`config.mk`:
```
export PLATFORM = sky130hd
export DESIGN_NAME = mux_rr_sequencer_flat
export DESIGN_NICKNAME = d
export VERILOG_FILES = /design/src/rtl/mux_rr_sequencer_if.sv /design/src/rtl/mux_rr_sequencer.sv /design/src/flat_wrapper.sv
export SDC_FILE = /design/constraint.sdc
export NUM_CORES = 1
export LEC_CHECK = 0
export BUFFER_PORTS_ARGS = -buffer_cell sky130_fd_sc_hd__buf_4
export CORE_UTILIZATION = 30
export CTS_BUF_LIST = sky130_fd_sc_hd__clkbuf_16
export CTS_CLUSTER_SIZE = 25
export DETAILED_ROUTE_END_ITERATION = 12
export PLACE_DENSITY = 0.45
export SYNTH_ARGS = -nofsm -noshare
export SYNTH_HDL_FRONTEND = slang
export SYNTH_SLANG_ARGS = --single-unit
```
`constraint.sdc`:
```
create_clock -name clk -period 5.1 [get_ports clk]
set_clock_uncertainty 0.15 [all_clocks]
set_input_delay 0.255 -clock clk [delete_from_list [all_inputs] [get_ports clk]]
set_output_delay 0.255 -clock clk [all_outputs]
set_load 0.01 [all_outputs]
```
`src/rtl/mux_rr_sequencer_if.sv`:
```
// Request/grant bus between the requesters and the shared-lane sequencer.
// The slave side is the sequencer. The master side is whatever drives the requests and mux data.
interface mux_rr_sequencer_if #(
  parameter int N    = 16,
  parameter int SELW = 4
);
  logic [N-1:0]    req;
  logic            done;
  logic [N-1:0]    D;
  logic [SELW-1:0] sel;
  logic [N-1:0]    grant;
  logic            gnt_vld;
  logic            M;
  logic            timeout;

  modport slave (
    input  req, done, D,
    output sel, grant, gnt_vld, M, timeout
  );

  modport master (
    output req, done, D,
    input  sel, grant, gnt_vld, M, timeout
  );
endinterface

```
`src/rtl/mux_rr_sequencer.sv`:
```
// Round-robin sequencer for a shared select mux.
// It grants one requester at a time and holds that grant until one of three things happens:
//   - the owner signals done,
//   - the owner drops its request, or
//   - the hold limit expires.
// It is the only driver of the mux select.
module mux_rr_sequencer #(
  parameter int N        = 16,
  parameter int SELW     = 4,
  parameter int MAX_HOLD = 8
) (
  input  logic                 clk,
  input  logic                 rst,
  mux_rr_sequencer_if.slave    bus
);
  localparam int W   = 2 ** SELW;
  localparam int HCW = (MAX_HOLD > 1) ? $clog2(MAX_HOLD) : 1;

  typedef enum logic {IDLE, GRANT} state_t;

  state_t          state_reg, state_next;
  logic [SELW-1:0] sel_reg, sel_next;
  logic [SELW-1:0] ptr_reg, ptr_next;
  logic [N-1:0]    grant_reg, grant_next;
  logic [HCW-1:0]  hold_cnt_reg, hold_cnt_next;
  logic            timeout_reg, timeout_next;

  // Requests and data padded to the full select range.
  // Indices >= N then read as zero and can never win arbitration.
  logic [W-1:0] req_ext;
  logic [W-1:0] d_ext;

  genvar gi;
  generate
    for (gi = 0; gi < W; gi++) begin : g_pad
      if (gi < N) begin : g_live
        assign req_ext[gi] = bus.req[gi];
        assign d_ext[gi]   = bus.D[gi];
      end else begin : g_dead
        assign req_ext[gi] = 1'b0;
        assign d_ext[gi]   = 1'b0;
      end
    end
  endgenerate

  // Rotating priority search.
  // It takes the first set request scanning from ptr upward and wraps at N-1.
  logic            found;
  logic [SELW-1:0] winner;
  int              idx;
  always_comb begin
    found  = 1'b0;
    winner = '0;
    idx    = 0;
    for (int k = 0; k < N; k++) begin
      idx = int'(ptr_reg) + k;
      if (idx >= N) idx = idx - N;
      if (!found && req_ext[idx[SELW-1:0]]) begin
        found  = 1'b1;
        winner = idx[SELW-1:0];
      end
    end
  end

  // Release causes for the current owner.
  logic owner_req;
  logic hit_max;
  logic release_now;
  assign owner_req   = req_ext[sel_reg];
  assign hit_max     = (MAX_HOLD != 0) && (hold_cnt_reg == HCW'(MAX_HOLD - 1));
  assign release_now = bus.done || !owner_req || hit_max;

  // Next-state and next-output logic for the IDLE/GRANT sequencer.
  always_comb begin
    state_next    = state_reg;
    sel_next      = sel_reg;
    ptr_next      = ptr_reg;
    grant_next    = grant_reg;
    hold_cnt_next = hold_cnt_reg;
    timeout_next  = 1'b0;
    case (state_reg)
      IDLE: begin
        if (found) begin
          state_next    = GRANT;
          sel_next      = winner;
          grant_next    = {{(N-1){1'b0}}, 1'b1} << winner;
          hold_cnt_next = '0;
        end
      end
      GRANT: begin
        hold_cnt_next = hold_cnt_reg + 1'b1;
        if (release_now) begin
          state_next   = IDLE;
          grant_next   = '0;
          ptr_next     = (sel_reg == SELW'(N - 1)) ? '0 : sel_reg + 1'b1;
          // A forced release is reported only when it is the sole cause.
          // If done or a dropped request coincides with it, the release counts as normal.
          timeout_next = hit_max && !bus.done && owner_req;
        end
      end
      default: state_next = IDLE;
    endcase
  end

  // State and output registers.
  // The asynchronous reset drops any grant immediately.
  always_ff @(posedge clk or posedge rst) begin
    if (rst) begin
      state_reg    <= IDLE;
      sel_reg      <= '0;
      ptr_reg      <= '0;
      grant_reg    <= '0;
      hold_cnt_reg <= '0;
      timeout_reg  <= 1'b0;
    end else begin
      state_reg    <= state_next;
      sel_reg      <= sel_next;
      ptr_reg      <= ptr_next;
      grant_reg    <= grant_next;
      hold_cnt_reg <= hold_cnt_next;
      timeout_reg  <= timeout_next;
    end
  end

  assign bus.sel     = sel_reg;
  assign bus.grant   = grant_reg;
  assign bus.gnt_vld = (state_reg == GRANT);
  assign bus.timeout = timeout_reg;
  assign bus.M       = (state_reg == GRANT) && d_ext[sel_reg];
endmodule
```
`src/flat_wrapper.sv`:
```
// flat-port wrapper written by rule: the top's interface ports become plain ports
module mux_rr_sequencer_flat 
#(
  parameter int N        = 16,
  parameter int SELW     = 4,
  parameter int MAX_HOLD = 8
)
  (clk, rst, bus_req, bus_done, bus_D, bus_sel, bus_grant, bus_gnt_vld, bus_M, bus_timeout);
  mux_rr_sequencer_if #(.N(N), .SELW(SELW)) bus_i ();
  input  logic clk;
  input  logic rst;
  input wire logic [$bits(bus_i.req)-1:0] bus_req;
  input wire logic [$bits(bus_i.done)-1:0] bus_done;
  input wire logic [$bits(bus_i.D)-1:0] bus_D;
  output wire logic [$bits(bus_i.sel)-1:0] bus_sel;
  output wire logic [$bits(bus_i.grant)-1:0] bus_grant;
  output wire logic [$bits(bus_i.gnt_vld)-1:0] bus_gnt_vld;
  output wire logic [$bits(bus_i.M)-1:0] bus_M;
  output wire logic [$bits(bus_i.timeout)-1:0] bus_timeout;
  assign bus_i.req = bus_req;
  assign bus_i.done = bus_done;
  assign bus_i.D = bus_D;
  assign bus_sel = bus_i.sel;
  assign bus_grant = bus_i.grant;
  assign bus_gnt_vld = bus_i.gnt_vld;
  assign bus_M = bus_i.M;
  assign bus_timeout = bus_i.timeout;
  mux_rr_sequencer #(.N(N), .SELW(SELW), .MAX_HOLD(MAX_HOLD)) u_core (.clk(clk), .rst(rst), .bus(bus_i));
endmodule
```
==> flow_summary.json <==
{
  "status": "finished clean",
  "wl_um": 12600,
  "port_buffers": 57,
  "antenna_cells": 0,
  "max_stage_delay_ns": 0.64,
  "crit_type": "reg2reg",
  "layout-drive-gt1-share_pct": 35.5,
  "synth_warnings": 0,
  "synth_most_common_cell": "mux4_2",
  "end_kind": "register",
  "grt_use_met3_pct": 3.14,
  "cts.sinks": 29,
  "grt-ovfl-total": 0,
  "fp-row-count": 41,
  "coreArea_mm2": 0.0128,
  "grtUsageMet1_pct": 26.4,
  "pin_count": 58,
  "wl_per_cell_um": 20.7,
  "cts.reportedPaths.clkPinSlew_ns": 0.05,
  "syn_nets": 429,
  "worst_pin_slew_ns": 1.01,
  "clock_latency_ns": 0.27,
  "ys.flop_type": "dfrtp_1",
  "largest_reg_flops": 16,
  "min_path_type": "in2reg",
  "grtUsageMet2_pct": 31.6,
  "post_cts_buffers": 0,
  "synth_seq_cells": 29,
  "fin_nets": 479,
  "synthTopCellsByArea": "dfrtp_1 (18%), mux4_2 (18%), mux2i_1 (6.0%)",
  "cts_buffer_depth": 2,
  "fp.dieH_um": 117,
  "ys_seq_area_share_pct": 18.2,
  "yosysTopAreaCellShare_pct": 18.2,
  "finalHoldViolCount": 0,
  "ys_types": 78,
  "async_flop_share_pct": 100,
  "synth.avg_cell_area_um2": 10.4,
  "grt_pass1_vias": 3573,
  "layout_min_cycle_time_ns": 4.57,
  "crit_path_top_delay_cell": "mux4_2",
  "syn_area_mm2": 0.00398,
  "h-tree-depth": 2,
  "synthCells": 383,
  "drc": 0,
  "tns_ns": 0,
  "firstDrtPassIters": 4,
  "die_w_um": 117,
  "synth_common_cells": "mux4_2 (32), dfrtp_1 (29), nand2_1 (25)",
  "setup_viol": 0,
  "detail-route-antenna-nets": 0,
  "grtUsageTotal_pct": 19.4,
  "drt_iter0_drc": 195,
  "critPathArrivalTime_ns": 4.62,
  "finalMaxSlewViolations": 0,
  "cts_buffers": 5,
  "cp_max_fo": 25,
  "drv_cap": 0,
  "grt_pass1_wl_um": 20200,
  "cts_hold_buf": 1,
  "critPathLaunchType": "register",
  "grt-busiest-layer": "met2",
  "syn_to_final_growth_pct": 18.1,
  "dieArea_mm2": 0.0137,
  "synth-edff-count": 0,
  "start_util_pct": 31.2,
  "worst_ep_required_time_ns": 5.16,
  "vias": 3643,
  "cts_tree": "yes",
  "period_share_pct": 89.5,
  "finalWeightedCongestion": 0.874,
  "hpwlAfterDp_um": 9260,
  "antenna_found_initial": 0,
  "rsz0062_at_grt": "no",
  "max_slew_margin_pct": 32.9,
  "yosys.area.top_type": "dfrtp_1",
  "final_util_pct": 36.8,
  "crit_chain": "buf_4 -> ha_1 -> xnor2_2 -> mux4_2 -> a2111oi_4 -> nand2_1 -> a2111oi_0 -> o21bai_1 -> o32ai_1 -> nor2_1 -> a32o_2",
  "cts-resized-gates": 0,
  "cts_root_buf": "clkbuf_16",
  "grt_max_degree": 30,
  "via_per_inst": 6.01,
  "fmax_mhz": 219
}
worst max-delay path, delay by kind of cell (launching register included):
kind,cells,cell delay [ns]
AOI/OAI and AO/OA,5,1.53
DFF,1,0.38
xor gates and xnor gates,1,0.50
buffers and inverters,1,0.26
and+or+nand+nor,2,0.69
adders and majority gates,1,0.35
muxes,1,0.64
per-stage QoR:
step / cell area (um2) / hold slack (ns) / std cells / setup WS [ns]
after floorplan: 3980 / 0.183 / 383 / 0.525
after global placement: 4530 / 0.211 / 597 / 0.503
after detailed placement: 4530 / 0.211 / 597 / 0.573
after CTS: 4700 / 0.101 / 606 / 0.563
after global routing: 4700 / 0.154 / 606 / 0.166
final: 4700 / 0.106 / 606 / 0.534
area by class of cell:
class                   count  area (um2)
fillers                  1294        8070
multi-input cells         316        3040
flip-flops and latches     29         726
repair buffers             67         505
well taps                 172         215
clock buffers               5         125
inverters                  14        52.6
clock inverters             3        37.5
per-layer routing:
metal  vias up  routed length (um)
met5         -                   0
met3        23                 879
met2       157                5990
met1      1826                5360
li1       1637                   -
met4         0                 318
path summary, 6_finish.rpt:
path / start / depth (start not counted) / to / slack, ns
worst max-delay path: u_core.ptr_reg[0] / 11 / u_core.bus.grant[15] / 0.53
worst min-delay path: bus_done / 3 / u_core.bus.timeout / 0.11
worst max register to register: u_core.ptr_reg[0] / 11 / u_core.bus.grant[15] / 0.53
worst min register to register: u_core.bus.grant[14] / 1 / u_core.bus.grant[14] / 0.34
max in group asynchronous: rst / 4 / u_core.bus.grant[11] / 4.05
min in group asynchronous: rst / 4 / u_core.bus.grant[5] / 0.47
layout by cell type, fill, tap and decap left out, types with 3 or more instances in the layout:
cell type / netlist / layout
a211oi_1: 5 / 5
nor2_1: 24 / 24
nor2_2: 3 / 3
or2_2: 3 / 3
inv_1: 13 / 14
mux2_2: 11 / 11
o211ai_1: 3 / 3
a221oi_1: 3 / 3
a31oi_1: 3 / 3
xor2_1: 3 / 3
a21oi_1: 18 / 18
nand2_1: 25 / 25
o21ai_0: 16 / 16
ha_1: 11 / 11
mux2i_2: 3 / 3
mux4_1: 6 / 6
mux4_2: 32 / 32
nor3_1: 6 / 6
a32o_1: 4 / 4
clkbuf_16: 0 / 5
nor2b_1: 5 / 5
a22oi_1: 3 / 3
xnor2_1: 5 / 5
nand2b_1: 4 / 4
dfrtp_1: 29 / 29
buf_4: 0 / 66
mux2i_1: 24 / 24
mux2_1: 5 / 5
nand3_1: 11 / 11
o22ai_1: 5 / 5
and2_1: 4 / 4
a32o_2: 13 / 13
kinds of logic after synthesis:
family | Yosys count | share of synthesized area [%]
compound gates | 105 | 20.5
xor+xnor | 11 | 2.98
fa+ha+maj | 11 | 3.46
buf+inv | 38 | 5.37
flops | 29 | 18.2
mux | 81 | 33.6
simple gates | 108 | 15.8
Power is left out: the tool's default activity adds up to more than one toggle a clock period on the data nets, which glitch-free logic cannot reach.
